### config.mk
export PLATFORM = sky130hd
export DESIGN_NAME = cellrv32_pwm_dtg
export DESIGN_NICKNAME = d
export VERILOG_FILES = /design/src/rtl/cellrv32_pwm_dtg.sv
export SDC_FILE = /design/constraint.sdc
export NUM_CORES = 1
export LEC_CHECK = 0
export BUFFER_PORTS_ARGS = -buffer_cell sky130_fd_sc_hd__clkbuf_2
export CORE_ASPECT_RATIO = 0.9
export CORE_MARGIN = 5
export CORE_UTILIZATION = 33
export CTS_CLUSTER_SIZE = 40
export DETAILED_ROUTE_END_ITERATION = 12
export HOLD_SLACK_MARGIN = 0.05
export PLACE_DENSITY = 0.8
export SLEW_MARGIN = 20
export SYNTH_ARGS = -nofsm -noshare
export SYNTH_HDL_FRONTEND = slang
export SYNTH_SLANG_ARGS = --single-unit
### constraint.sdc
create_clock -name clk_i -period 2.16 [get_ports clk_i]
set_clock_uncertainty 0.2 [all_clocks]
set_input_delay 0.216 -clock clk_i [delete_from_list [all_inputs] [get_ports clk_i]]
set_output_delay 0.216 -clock clk_i [all_outputs]
set_load 0.02 [all_outputs]
### src/rtl/cellrv32_pwm_dtg.sv
// ----------------------------------------------------------------------------
// cellrv32_pwm_dtg -- dead-time generator for the cellrv32 PWM unit.
//
// Turns each raw PWM line into a complementary high-side / low-side gate-drive
// pair. A programmable dead time is inserted between one switch turning off
// and the other turning on, so both sides are never driven together.
//
// Optional feature: define CELLRV32_PWM_DTG_FAULT_EN to enable the external
// fault input. A registered fault latches a sticky flag that forces every
// channel off until software clears it. When the macro is undefined, fault_i
// is ignored and the flag always reads 0.
//
// Register window (word aligned, 8 bytes at DTG_BASE):
//   +0 CTRL   : [0] enable, [1] fault clear (write-1, reads 0), [15:8] DT
//   +4 STATUS : [31] fault flag (read-only)
//
// Ports:
//   clk_i            clock, all logic on the rising edge
//   rst_i            synchronous active-high reset
//   addr_i/rden_i/wren_i/data_i  bus request
//   data_o/ack_o     bus response, one cycle after a decoded access
//   pwm_i[11:0]      raw PWM from cellrv32_pwm
//   fault_i          external fault, active-high
//   pwm_h_o/pwm_l_o  high-side / low-side gate drive per channel
// ----------------------------------------------------------------------------
module cellrv32_pwm_dtg #(
    parameter int          NUM_CHANNELS = 0,
    parameter logic [31:0] DTG_BASE     = 32'hFFFFFF70
) (
    input  logic        clk_i,
    input  logic        rst_i,
    input  logic [31:0] addr_i,
    input  logic        rden_i,
    input  logic        wren_i,
    input  logic [31:0] data_i,
    output logic [31:0] data_o,
    output logic        ack_o,
    input  logic [11:0] pwm_i,
    input  logic        fault_i,
    output logic [11:0] pwm_h_o,
    output logic [11:0] pwm_l_o
);

    localparam int MAX_CH = 12;

    logic        acc_en;
    logic        ctrl_wr;
    logic        enable;
    logic [7:0]  dt;
    logic        fault_flag;
    logic [11:0] pwm_q;
    logic        run;

    assign acc_en  = (addr_i[31:3] == DTG_BASE[31:3]);
    assign ctrl_wr = acc_en & wren_i & ~addr_i[2];
    assign run     = enable & ~fault_flag;

    // Bus interface, control register and PWM input register.
    always_ff @(posedge clk_i) begin
        if (rst_i) begin
            enable <= 1'b0;
            dt     <= '0;
            pwm_q  <= '0;
            ack_o  <= 1'b0;
            data_o <= '0;
        end else begin
            ack_o  <= acc_en & (rden_i | wren_i);
            data_o <= '0;
            if (acc_en & rden_i) begin
                if (addr_i[2]) data_o <= {fault_flag, 31'b0};
                else           data_o <= {16'b0, dt, 6'b0, 1'b0, enable};
            end
            if (ctrl_wr) begin
                enable <= data_i[0];
                dt     <= data_i[15:8];
            end
            pwm_q <= pwm_i;
        end
    end

`ifdef CELLRV32_PWM_DTG_FAULT_EN
    logic fault_q;

    // A registered fault takes priority over a simultaneous clear.
    always_ff @(posedge clk_i) begin
        if (rst_i) begin
            fault_q    <= 1'b0;
            fault_flag <= 1'b0;
        end else begin
            fault_q <= fault_i;
            if (fault_q)                    fault_flag <= 1'b1;
            else if (ctrl_wr && data_i[1])  fault_flag <= 1'b0;
        end
    end

    logic unused_bits;
    assign unused_bits = ^{data_i[31:16], data_i[7:2], addr_i[1:0], pwm_q, run};
`else
    assign fault_flag = 1'b0;

    logic unused_bits;
    assign unused_bits = ^{fault_i, data_i[31:16], data_i[7:1], addr_i[1:0], pwm_q, run};
`endif

    // Channels above NUM_CHANNELS are tied off.
    for (genvar g = 0; g < MAX_CH; g++) begin : g_ch
        if (g < NUM_CHANNELS) begin : g_act
            cellrv32_pwm_dtg_lane u_lane (
                .clk_i (clk_i),
                .rst_i (rst_i),
                .run_i (run),
                .pwm_i (pwm_q[g]),
                .dt_i  (dt),
                .h_o   (pwm_h_o[g]),
                .l_o   (pwm_l_o[g])
            );
        end else begin : g_off
            assign pwm_h_o[g] = 1'b0;
            assign pwm_l_o[g] = 1'b0;
        end
    end

endmodule

// ----------------------------------------------------------------------------
// cellrv32_pwm_dtg_lane -- one dead-time channel.
//
// One-hot FSM LOW -> DEAD_R -> HIGH -> DEAD_F with an 8-bit down-counter.
// The counter is loaded with DT-1 only on entry to a dead interval, so a DT
// change mid-interval takes effect at the next load.
//
// Ports:
//   clk_i, rst_i  clock / synchronous reset
//   run_i         enable and no fault; low forces LOW and gates both outputs
//   pwm_i         registered raw PWM for this channel
//   dt_i          dead time in cycles
//   h_o, l_o      high-side / low-side drive
// ----------------------------------------------------------------------------
module cellrv32_pwm_dtg_lane (
    input  logic       clk_i,
    input  logic       rst_i,
    input  logic       run_i,
    input  logic       pwm_i,
    input  logic [7:0] dt_i,
    output logic       h_o,
    output logic       l_o
);

    localparam logic [3:0] S_LOW    = 4'b0001;
    localparam logic [3:0] S_DEAD_R = 4'b0010;
    localparam logic [3:0] S_HIGH   = 4'b0100;
    localparam logic [3:0] S_DEAD_F = 4'b1000;

    logic [3:0] state;
    logic [7:0] cnt;

    always_ff @(posedge clk_i) begin
        if (rst_i || !run_i) begin
            state <= S_LOW;
            cnt   <= '0;
        end else begin
            case (state)
                S_LOW: begin
                    if (pwm_i) begin
                        if (dt_i == 8'd0) begin
                            state <= S_HIGH;
                        end else begin
                            state <= S_DEAD_R;
                            cnt   <= dt_i - 8'd1;
                        end
                    end
                end
                S_DEAD_R: begin
                    // A PWM pulse shorter than the dead time is swallowed.
                    if (!pwm_i)            state <= S_LOW;
                    else if (cnt == 8'd0)  state <= S_HIGH;
                    else                   cnt   <= cnt - 8'd1;
                end
                S_HIGH: begin
                    if (!pwm_i) begin
                        if (dt_i == 8'd0) begin
                            state <= S_LOW;
                        end else begin
                            state <= S_DEAD_F;
                            cnt   <= dt_i - 8'd1;
                        end
                    end
                end
                S_DEAD_F: begin
                    if (cnt == 8'd0) state <= S_LOW;
                    else             cnt   <= cnt - 8'd1;
                end
                default: state <= S_LOW;
            endcase
        end
    end

    // run_i is registered, so gating here keeps the outputs glitch-free and
    // turns them off in the very next cycle after a disable or fault.
    assign h_o = state[2] & run_i;
    assign l_o = state[0] & run_i;

endmodule

* After elaboration in Yosys (flattened, before gate mapping)
Index checks and enable logic that the tools add are counted.
Word-level totals: word-level logic and storage cells 15, output and inout port bits 57, flip-flop bits (word level) 42, input bits 81
Cells by class: bitwise logic cells 7, reduce and logical (&&, ||, !) cells 2, equality and inequality tests 1
Operator list (number):
- $eq A29 B29 Y1 const B | 1
- $and A1 B1 Y1 | 4
- $reduce_or A3 Y1 | 1
- $not A1 Y1 | 2
- $reduce_or A2 Y1 | 1
- $or A1 B1 Y1 | 1

* Longest topological paths before layout
Gate-level depths: netlist (run 1).
depth in word-level cells 4, gate-level depth with buffers 5, gate-level depth less buffers 4

* Least setup slack after synthesis (run 1)
Ideal clock, no wire load.
path type input-to-reg, start in addr_i[7], end reg dt[0], arrival time 1.250 ns, path buffers 1, stages 5, path slack 0.577 ns, required time 1.828 ns, setup time 0.132 ns, path through nand4b_2 > or4_4 > buf_6 > o21ai_2 > a21oi_1
On the way: cells in the longest elaborated chain, start to end 3
Ends and longest elaborated chain:
- from (decl) | RTL line 32 | input logic [31:0] addr_i,
- $eq A29 B29 Y1 | RTL line 54 | assign acc_en = (addr_i[31:3] == DTG_BASE[31:3]);
- $and A1 B1 Y1 (2 in series) | RTL line 55 | assign ctrl_wr = acc_en & wren_i & ~addr_i[2];
- to (signal assigned) | RTL line 75 | dt <= data_i[15:8];
- to (decl) | RTL line 49 | logic [7:0] dt;
No other way between the ends. A chain may end at the register's enable or synchronous reset.

* Worst setup path in the final report (run 1)
start in addr_i[6], end reg enable
On the way: cells in the longest elaborated chain, start to end 3
Ends and longest elaborated chain:
- $eq A29 B29 Y1 | RTL line 54
- $and A1 B1 Y1 (2 in series) | RTL line 55
- to (signal assigned) | RTL line 74 | enable <= data_i[0];
- to (decl) | RTL line 48 | logic enable;
No other way between the ends.

==> flow_metrics.env, run 1 <==
export IMPL_fp_row_count=20
export IMPL_ios=138
export IMPL_hold_class="input pin to flop"
export IMPL_hold_viol=0
export IMPL_rrSetupSlack_ns=1.30
export IMPL_vias=982
export IMPL_synth_warnings=0
export IMPL_async_flop_share_pct=0
export IMPL_max_slew_margin_rel_pct=64.4
export IMPL_worstSetupStartpointType="input pin"
export IMPL_drc_errors=0
export IMPL_yosysSeqAreaShare_pct=32.5
export IMPL_reg2regPathDepth=2
export IMPL_synth_most_common_cell="buf_4"
export IMPL_die_area_sq_mm=0.00483
export IMPL_hold_end="ack_o$_SDFF_PP0_"
export IMPL_comb_power_share_pct=19.2
export IMPL_yosysUniqueCellTypes=22
export IMPL_tns_ns=0
export IMPL_avgSynthCellArea_sq_um=8.66
export IMPL_p_seq_share_pct=47.7
export IMPL_power_density_mw_per_mm2=515
export IMPL_reg2reg_to="dt[0]$_SDFFE_PP0P_"
export IMPL_numCtsBuffers=3
export IMPL_setup_viol=0
export IMPL_grtUsageTotal_pct=10.6
export IMPL_insertion_delay_ns=0.25
export IMPL_clkTransAtPathRegs_ns=0.07
export IMPL_cap_viol_max_count=0
export IMPL_status="completed"
export IMPL_cp_arrival_ns=1.56
export IMPL_ant_nets=0
export IMPL_cts_tree="done"
export IMPL_antenna_found_initial=0
export IMPL_power_internal_mw=0.524
export IMPL_gp_congestion=0.703
export IMPL_insertedDiodeCount=0
export IMPL_period_share_pct=75.0
export IMPL_root_buffer="clkbuf_8"
export IMPL_hpwl_microns=2170
export IMPL_leakagePower_nw=0.666
export IMPL_ys_flop_type="dfxtp_1"
export IMPL_finalPower_mw=0.735
export IMPL_synthCells=135
export IMPL_core_area_sq_mm=0.00340
export IMPL_fin_crit_ns=1.62
export IMPL_yosys_register_bits=19
export IMPL_hold_start="wren_i"
export IMPL_grt_first_pass_wirelength_microns=4030
export IMPL_grt_max_degree=12
export IMPL_syn_cell_area_sq_mm=0.00117
export IMPL_num_fill_cells=365
export IMPL_vias_per_cell=4.07
export IMPL_fmax_mhz=617
export IMPL_floorplan_initialDensity_pct=34.3
export IMPL_routed_wl_microns=2700
export IMPL_r2r_start="dt[0]$_SDFFE_PP0P_"
export IMPL_clkPwrFrac_pct=33.2
export IMPL_cp_required_ns=2.10
export IMPL_yosysTopAreaCell="dfxtp_1"
export IMPL_synth_top_area_share_pct=32.5
export IMPL_netlist_top_cells_count="47 x buf_4, 19 x dfxtp_1, 11 x nand3_1, 11 x nor2_1"
export IMPL_fp_dieW_microns=72.7
export IMPL_first_global_vias=1013
export IMPL_dr_wl_met2_microns=1480
export IMPL_irDropWorstVdd_v=0.000178
export IMPL_wl_met3_microns=296
export IMPL_cts_sinks=19
export IMPL_drt_iter0_drc=34
export IMPL_setup_worst_path_class="input pin to flop"
export IMPL_clockBufferDepth=2
export IMPL_switchingPower_mw=0.211
export IMPL_synth_area_leaders="dfxtp_1 33%, buf_4 30%, o21ai_2 6.7%"
export IMPL_worstMarginPinSlew_ns=0.529
export IMPL_drive_gt1_share_pct=36.0
export IMPL_drtPass1Iterations=2
export IMPL_met1Wirelength_microns=914
export IMPL_drv_slew=0
export IMPL_top_layer="met4"
export IMPL_end_kind="flop"
export IMPL_overflow=0
export IMPL_wl_per_cell_microns=11.2
export IMPL_crit_fanout=9
export IMPL_rsz0062_at_grt="false"
export IMPL_post_cts_setup_buffers=0
export IMPL_holdPathStages=3
export IMPL_place_port_buffers=52
export IMPL_nNetsFinal=279
export IMPL_synth_edff_count=0
export IMPL_fp_dieH_microns=66.5
export IMPL_syn2layout_area_growth_pct=22.2
export IMPL_p_sw_share_pct=28.7
export IMPL_h_tree_depth=1
-- layer usage --
metal	global-route usage, %	up-vias
met3	2.56	2
li1	-	482
met2	22.1	58
met1	9.96	440
met4	2.76	0
met5	0	-
-- metrics by stage --
step	cells	cell area [sq um]	setup slack [ns]	utilization, %	hold slack, ns
floorplan	181	1340	0.577	-	0.168
global placement	227	1280	0.286	37.7	0.228
detailed placement	227	1280	0.259	37.7	0.235
CTS	241	1430	0.514	41.9	0.0568
global route	241	1430	0.435	41.9	0.0660
finish	241	1430	0.539	41.9	0.0501
-- final cells by class --
type	count	area [sq um]	area share [%]
inverters	9	33.8	2.37
well taps	44	55.1	3.86
flip-flops and latches	19	380	26.6
repair buffers	63	368	25.8
multi-input cells	102	546	38.2
clock buffers	4	45.0	3.16
-- sequential cells by signal (all words and copies together) (netlist names) --
name,count
ack_o,1
enable,1
data_o,9
dt,8
-- worst max-delay path by stage --
stage | startpoint | endpoint | slack [ns]
global route | addr_i[25] | dt[7]$_SDFFE_PP0P_ | 0.43
CTS | addr_i[6] | enable$_SDFFE_PP0P_ | 0.51
global placement | addr_i[6] | dt[6]$_SDFFE_PP0P_ | 0.29
finish | addr_i[6] | enable$_SDFFE_PP0P_ | 0.54
detailed placement | addr_i[6] | enable$_SDFFE_PP0P_ | 0.26
floorplan | addr_i[7] | dt[0]$_SDFFE_PP0P_ | 0.58
-- cells in the final DEF, fill, tap and decap left out, drive strengths merged --
master        n
nor2         11
a21oi         9
conb         47
nor3b         2
nand3        11
nand4         6
dlygate4sd3  10
nand4bb       1
dfxtp        19
o21ai         9
or4           2
nor3          1
clkbuf       56
nor4          2
inv           9
buf           1
nand4b        1
-- power groups by stage --
stage | clock network [mW] | logic [mW] | registers (mW)
final | 0.244 | 0.141 | 0.350
after floorplan | 0 | 0.146 | 0.358
after detailed placement | 0 | 0.123 | 0.358
after CTS | 0.244 | 0.138 | 0.350
after global routing | 0.266 | 0.152 | 0.350
after global placement | 0 | 0.122 | 0.358
-- logic make-up after synthesis --
logic type             Yosys count  share of synthesized area, %
other                            1                         0.321
flip-flops                      19                          32.5
AO/OA/AOI/OAI                   18                          10.6
AND/OR/NAND/NOR                 37                          20.4
buffers and inverters           60                          36.1
-- critical path, stage by stage --
cell and delay [ns]:
clkbuf_2 0.08, nand4_1 0.14, or4_1 0.81, o21ai_2 0.24, a21oi_1 0.07
-- repair_timing --
item                      CTS  global route
resized for setup           0             0
hold buffers               10             0
hold endpoints to repair   10             0
Power figures use the tool's default switching activity.
==> run 2: changes to the inputs <==
Settings changed: ABC_AREA from default to 1.
Clock period 2.16 ns to 1.68 ns, I/O delays scaled along.
==> run 2 against run 1 <==
  * Global-route usage down 1.5 points
  * Routed wire length down 17%
  * Highest routed layer is now met3
  * Combinational power up 29%
  * Non-clock buffer count unchanged
==> flow_metrics.env, run 2 <==
export IMPL_drive_gt1_share_pct=33.8
export IMPL_leakagePower_nw=0.818
export IMPL_yosysSeqAreaShare_pct=32.6
export IMPL_comb_power_share_pct=19.6
export IMPL_power_internal_mw=0.674
export IMPL_netlist_top_cells_count="47 x buf_4, 33 x nand2_1, 25 x nor2_1"
export IMPL_synth_top_area_share_pct=32.6
export IMPL_first_global_vias=855
export IMPL_fp_dieW_microns=72.7
export IMPL_ant_nets=0
export IMPL_synthCells=160
export IMPL_rrSetupSlack_ns=0.84
export IMPL_post_cts_setup_buffers=0
export IMPL_vias_per_cell=3.53
export IMPL_clkTransAtPathRegs_ns=0.06
export IMPL_mostFrequentLayoutCell="clkbuf_2"
export IMPL_fp_dieH_microns=66.4
export IMPL_die_area_sq_mm=0.00483
export IMPL_p_seq_share_pct=48.3
export IMPL_crit_fanout=2
export IMPL_fp_row_count=20
export IMPL_drtPass1Iterations=4
export IMPL_insertedDiodeCount=0
export IMPL_irDropWorstVdd_v=0.000269
export IMPL_layout_common_cells="52 x clkbuf_2, 47 x conb_1, 33 x nand2_1, 25 x nor2_1, 19 x dfxtp_1"
export IMPL_wl_met3_microns=314
export IMPL_yosys_register_bits=19
export IMPL_yosysTopAreaCell="dfxtp_1"
export IMPL_met1Wirelength_microns=684
export IMPL_routed_wl_microns=2230
export IMPL_worstSetupStartpointType="input pin"
export IMPL_grt_first_pass_wirelength_microns=3390
export IMPL_cts_sinks=19
export IMPL_end_kind="flop"
export IMPL_wl_per_cell_microns=8.29
export IMPL_synth_most_common_cell="buf_4"
export IMPL_grt_max_degree=19
export IMPL_ys_flop_type="dfxtp_1"
export IMPL_cts_tree="done"
export IMPL_clkPwrFrac_pct=32.1
export IMPL_numCtsBuffers=3
export IMPL_setup_viol=0
export IMPL_place_port_buffers=52
export IMPL_drt_iter0_drc=31
export IMPL_fmax_mhz=622
export IMPL_setup_slack_ns=0.0712
export IMPL_antenna_found_initial=0
export IMPL_switchingPower_mw=0.258
export IMPL_drv_slew=0
export IMPL_period_share_pct=95.8
export IMPL_p_sw_share_pct=27.7
export IMPL_floorplan_initialDensity_pct=34.3
export IMPL_root_buffer="clkbuf_8"
export IMPL_nNetsFinal=307
export IMPL_top_register="data_o"
export IMPL_dp_slack_ns=0.213
export IMPL_avgSynthCellArea_sq_um=7.30
export IMPL_top_layer="met3"
export IMPL_reg_largest_list="data_o: 9 flops, dt: 8 flops"
export IMPL_rsz0062_at_grt="false"
export IMPL_hold_class="input pin to flop"
export IMPL_insertion_delay_ns=0.25
export IMPL_power_density_mw_per_mm2=642
export IMPL_gp_congestion=0.636
export IMPL_ios=138
export IMPL_status="completed"
export IMPL_cp_arrival_ns=1.60
export IMPL_grtUsageTotal_pct=9.03
export IMPL_syn_cell_area_sq_mm=0.00117
export IMPL_synth_warnings=0
export IMPL_vias=949
export IMPL_async_flop_share_pct=0
export IMPL_overflow=0
export IMPL_drc_errors=0
export IMPL_clockBufferDepth=2
export IMPL_tns_ns=0
export IMPL_core_area_sq_mm=0.00340
export IMPL_hpwl_microns=1830
export IMPL_synth_edff_count=0
export IMPL_syn2layout_area_growth_pct=24.3
export IMPL_h_tree_depth=1
export IMPL_cp_required_ns=1.67
export IMPL_setup_worst_path_class="input pin to flop"
export IMPL_largest_reg_flops=9
export IMPL_hold_viol=0
export IMPL_yosysUniqueCellTypes=14
export IMPL_dr_wl_met2_microns=1230
export IMPL_fin_crit_ns=1.61
export IMPL_synth_area_leaders="dfxtp_1 33%, buf_4 30%, nand2_1 11%"
export IMPL_cap_viol_max_count=0
[run 2: cell count changes in the layout (fill, tap and decap cells not counted), moves of 2 or more]
cell,previous run,this run
a21oi_1,9,0
inv_1,9,12
inv_2,0,4
nand2_1,0,33
nand3_1,11,0
nand4_1,4,0
nand4_2,2,0
nor2_1,11,25
nor2_2,0,13
nor3b_1,2,0
o21ai_2,9,0
[run 2: path summary, 6_finish.rpt]
| kind | from | to | depth (start not counted) |
|---|---|---|---|
| hold / removal | addr_i[2] | data_o[0]$_SDFF_PP0_ | 4 |
| setup reg to reg | dt[4]$_SDFFE_PP0P_ | dt[4]$_SDFFE_PP0P_ | 4 |
| setup / recovery | rst_i | ack_o$_SDFF_PP0_ | 4 |
| hold reg to reg | dt[1]$_SDFFE_PP0P_ | data_o[9]$_SDFF_PP0_ | 2 |
[run 2: cell type report]
| cell class | count | area (sq um) |
|---|---|---|
| clock buffers | 4 | 45.0 |
| fillers | 366 | 1950 |
| inverters | 16 | 60.1 |
| multi-input cells | 123 | 541 |
| flip-flops and latches | 19 | 380 |
| well taps | 44 | 55.1 |
| repair buffers | 63 | 370 |
[run 2: power by group through the flow]
stage	Combinational [mW]	Sequential [mW]	Clock (mW)
floorplan	0.193	0.460	0
global placement	0.158	0.460	0
detailed placement	0.160	0.460	0
CTS	0.179	0.450	0.315
global route	0.200	0.450	0.338
finish	0.182	0.450	0.299
[run 2: metrics by stage]
| step | hold slack, ns | util (%) | instance area [sq um] | cells | power, mW |
|---|---|---|---|---|---|
| floorplan | 0.0465 | - | 1340 | 206 | 0.653 |
| global placement | 0.168 | 37.9 | 1290 | 254 | 0.619 |
| detailed placement | 0.169 | 37.9 | 1290 | 254 | 0.620 |
| CTS | 0.107 | 42.5 | 1450 | 269 | 0.944 |
| global route | 0.126 | 42.6 | 1450 | 269 | 0.988 |
| finish | 0.108 | 42.6 | 1450 | 269 | 0.932 |
[run 2: layer usage]
layer | track usage (%) | vias up
li1 | - | 506
met1 | 8.13 | 389
met2 | 18.8 | 54
met3 | 2.58 | 0
met4 | 2.76 | 0
met5 | 0 | -
[run 2: logic make-up (layout without fill, tap and decap cells)]
group	after synthesis	after routing	share of synthesized area [%]
and+or+nand+nor	75	75	30.1
buffers and inverters	64	83	36.3
DFF	19	19	32.6
other	1	47	0.321
AOI/OAI and AO/OA	1	1	0.643
[run 2: timing repair]
action / in CTS / in global routing
hold endpoints to repair: 10 / 0
hold buffers: 11 / 0
gates resized for setup: 0 / 1
setup endpoints to repair: 0 / 1
[run 2: critical path: stages]
cell and delay (ns):
dlygate4sd3_1 0.54, clkbuf_2 0.13, a211oi_2 0.19, dlygate4sd3_1 0.57
==> run 3: changes to the inputs <==
Settings changed: PLACE_DENSITY 0.8 to default, PLACE_DENSITY_LB_ADDON from default to 0.2.
==> run 3 against run 2 <==
  * Clock-buffer cell count unchanged
  * First-iteration DRC count down 35%
  * Via count down 2.3%
  * Sequential share of layout area up 0.091 points
  * Core utilization down 0.15 points
  * Sequential power about the same
  * Critical path depth unchanged
  * Non-clock buffer count unchanged
  * Critical path type unchanged
  * Largest power group unchanged
  * Highest routed layer unchanged
==> flow_metrics.env, run 3 (synthesis gave the netlist of run 2 again) <==
export IMPL_status="completed"
export IMPL_irDropWorstVdd_v=0.000526
export IMPL_insertedDiodeCount=0
export IMPL_reg_largest_list="data_o: 9 flops, dt: 8 flops"
export IMPL_drv_slew=0
export IMPL_core_area_sq_mm=0.00340
export IMPL_top_register="data_o"
export IMPL_worstSetupStartpointType="input pin"
export IMPL_holdPathStages=4
export IMPL_drtPass1Iterations=4
export IMPL_cap_viol_max_count=0
export IMPL_overflow=0
export IMPL_worstSetupPathDepth=4
export IMPL_period_share_pct=94.9
export IMPL_nNetsFinal=307
export IMPL_fp_row_count=20
export IMPL_layout_common_cells="52 x clkbuf_2, 47 x conb_1, 33 x nand2_1, 25 x nor2_1, 19 x dfxtp_1"
export IMPL_die_area_sq_mm=0.00483
export IMPL_hold_ws_ns=0.106
export IMPL_wl_per_cell_microns=8.28
export IMPL_clkTransAtPathRegs_ns=0.06
export IMPL_insertion_delay_ns=0.24
export IMPL_gp_congestion=0.699
export IMPL_ios=138
export IMPL_tns_ns=0
export IMPL_floorplan_initialDensity_pct=34.3
export IMPL_finalPower_mw=0.931
export IMPL_ant_nets=0
export IMPL_crit_chain="dlygate4sd3_1 -> clkbuf_2 -> a211oi_1 -> dlygate4sd3_1"
export IMPL_crit_fanout=2
export IMPL_vias=927
export IMPL_h_tree_depth=1
export IMPL_cp_top_family="buffers and inverters"
export IMPL_antenna_found_initial=0
export IMPL_reg2regPathDepth=4
export IMPL_num_fill_cells=381
export IMPL_max_stage_delay_ns=0.56
export IMPL_first_global_vias=855
export IMPL_cts_sinks=19
export IMPL_largest_reg_flops=9
export IMPL_cp_required_ns=1.67
export IMPL_mostFrequentLayoutCell="clkbuf_2"
export IMPL_drc_errors=0
export IMPL_crit_slowest_cell="dlygate4sd3_1"
export IMPL_fmax_mhz=627
export IMPL_hold_viol=0
export IMPL_fp_dieW_microns=72.7
export IMPL_hpwl_microns=1840
export IMPL_drive_gt1_share_pct=33.3
export IMPL_fp_dieH_microns=66.4
export IMPL_hold_class="input pin to flop"
export IMPL_rsz0062_at_grt="false"
export IMPL_setup_worst_path_class="input pin to flop"
export IMPL_fin_crit_ns=1.60
export IMPL_clockBufferDepth=2
export IMPL_setup_viol=0
export IMPL_routed_wl_microns=2230
export IMPL_root_buffer="clkbuf_8"
export IMPL_grt_first_pass_wirelength_microns=3400
export IMPL_numCtsBuffers=3
export IMPL_vias_per_cell=3.45
export IMPL_grt_max_degree=19
export IMPL_grtUsageTotal_pct=9.00
export IMPL_end_kind="flop"
export IMPL_syn2layout_area_growth_pct=23.9
export IMPL_drt_iter0_drc=20
export IMPL_power_density_mw_per_mm2=644
export IMPL_critical_path_buf_inv_count=3
export IMPL_cts_tree="done"
export IMPL_place_port_buffers=52
export IMPL_cp_arrival_ns=1.59
export IMPL_path_common_cell="dlygate4sd3_1"
export IMPL_leakagePower_nw=0.818
[run 3: cell types whose count changed in the layout (fill, tap and decap cells not counted)]
cell      delta
a211oi_2     -1
a211oi_1     +1
[run 3: worst paths after layout]
kind | endpoint | slack [ns] | start
min reg2reg | data_o[14]$_SDFF_PP0_ | 0.24 | dt[6]$_SDFFE_PP0P_
min | data_o[12]$_SDFF_PP0_ | 0.11 | addr_i[2]
max | ack_o$_SDFF_PP0_ | 0.08 | rst_i
max reg2reg | dt[5]$_SDFFE_PP0P_ | 0.84 | dt[5]$_SDFFE_PP0P_
[run 3: worst reg2reg max path, delay by kind of cell (launching register included)]
family | cells | cell delay [ns]
flops | 1 | 0.30
simple gates | 3 | 0.16
buf+inv | 1 | 0.08
[run 3: final cells by class]
cell class              instances  area (sq um)  share of cell area, %
multi-input cells             123           536                   37.0
clock buffers                   4          45.0                   3.11
well taps                      44          55.1                   3.81
flip-flops and latches         19           380                   26.3
repair buffers                 63           370                   25.6
inverters                      16          60.1                   4.15
[run 3: timing repair]
| action | in CTS | in global routing |
|---|---|---|
| endpoints found under the hold margin | 10 | 0 |
| hold buffers | 11 | 0 |
| gates resized for setup | 0 | 0 |
| setup buffers | 0 | 0 |
[run 3: where the power goes]
group,internal [mW],switching [mW]
sequential,0.450,0.0000000000859
combinational,0.0557,0.126
clock,0.168,0.132
[run 3: metal layers]
metal	GRT usage, %	share of wire [%]	vias to the layer above
met5	0	0	-
met4	2.07	0	0
li1	-	-	505
met3	3.65	15	0
met1	9.31	34	370
met2	16.8	51	52
[run 3: metrics by stage]
step	instance area (sq um)	utilization [%]	std cells	setup slack, ns
3_5_place_dp	1290	37.9	254	0.185
6_report	1450	42.5	269	0.0849
5_1_grt	1450	42.5	269	0.0455
3_3_place_gp	1290	37.9	254	0.212
2_1_floorplan	1340	-	206	0.394
4_1_cts	1450	42.5	269	0.0620
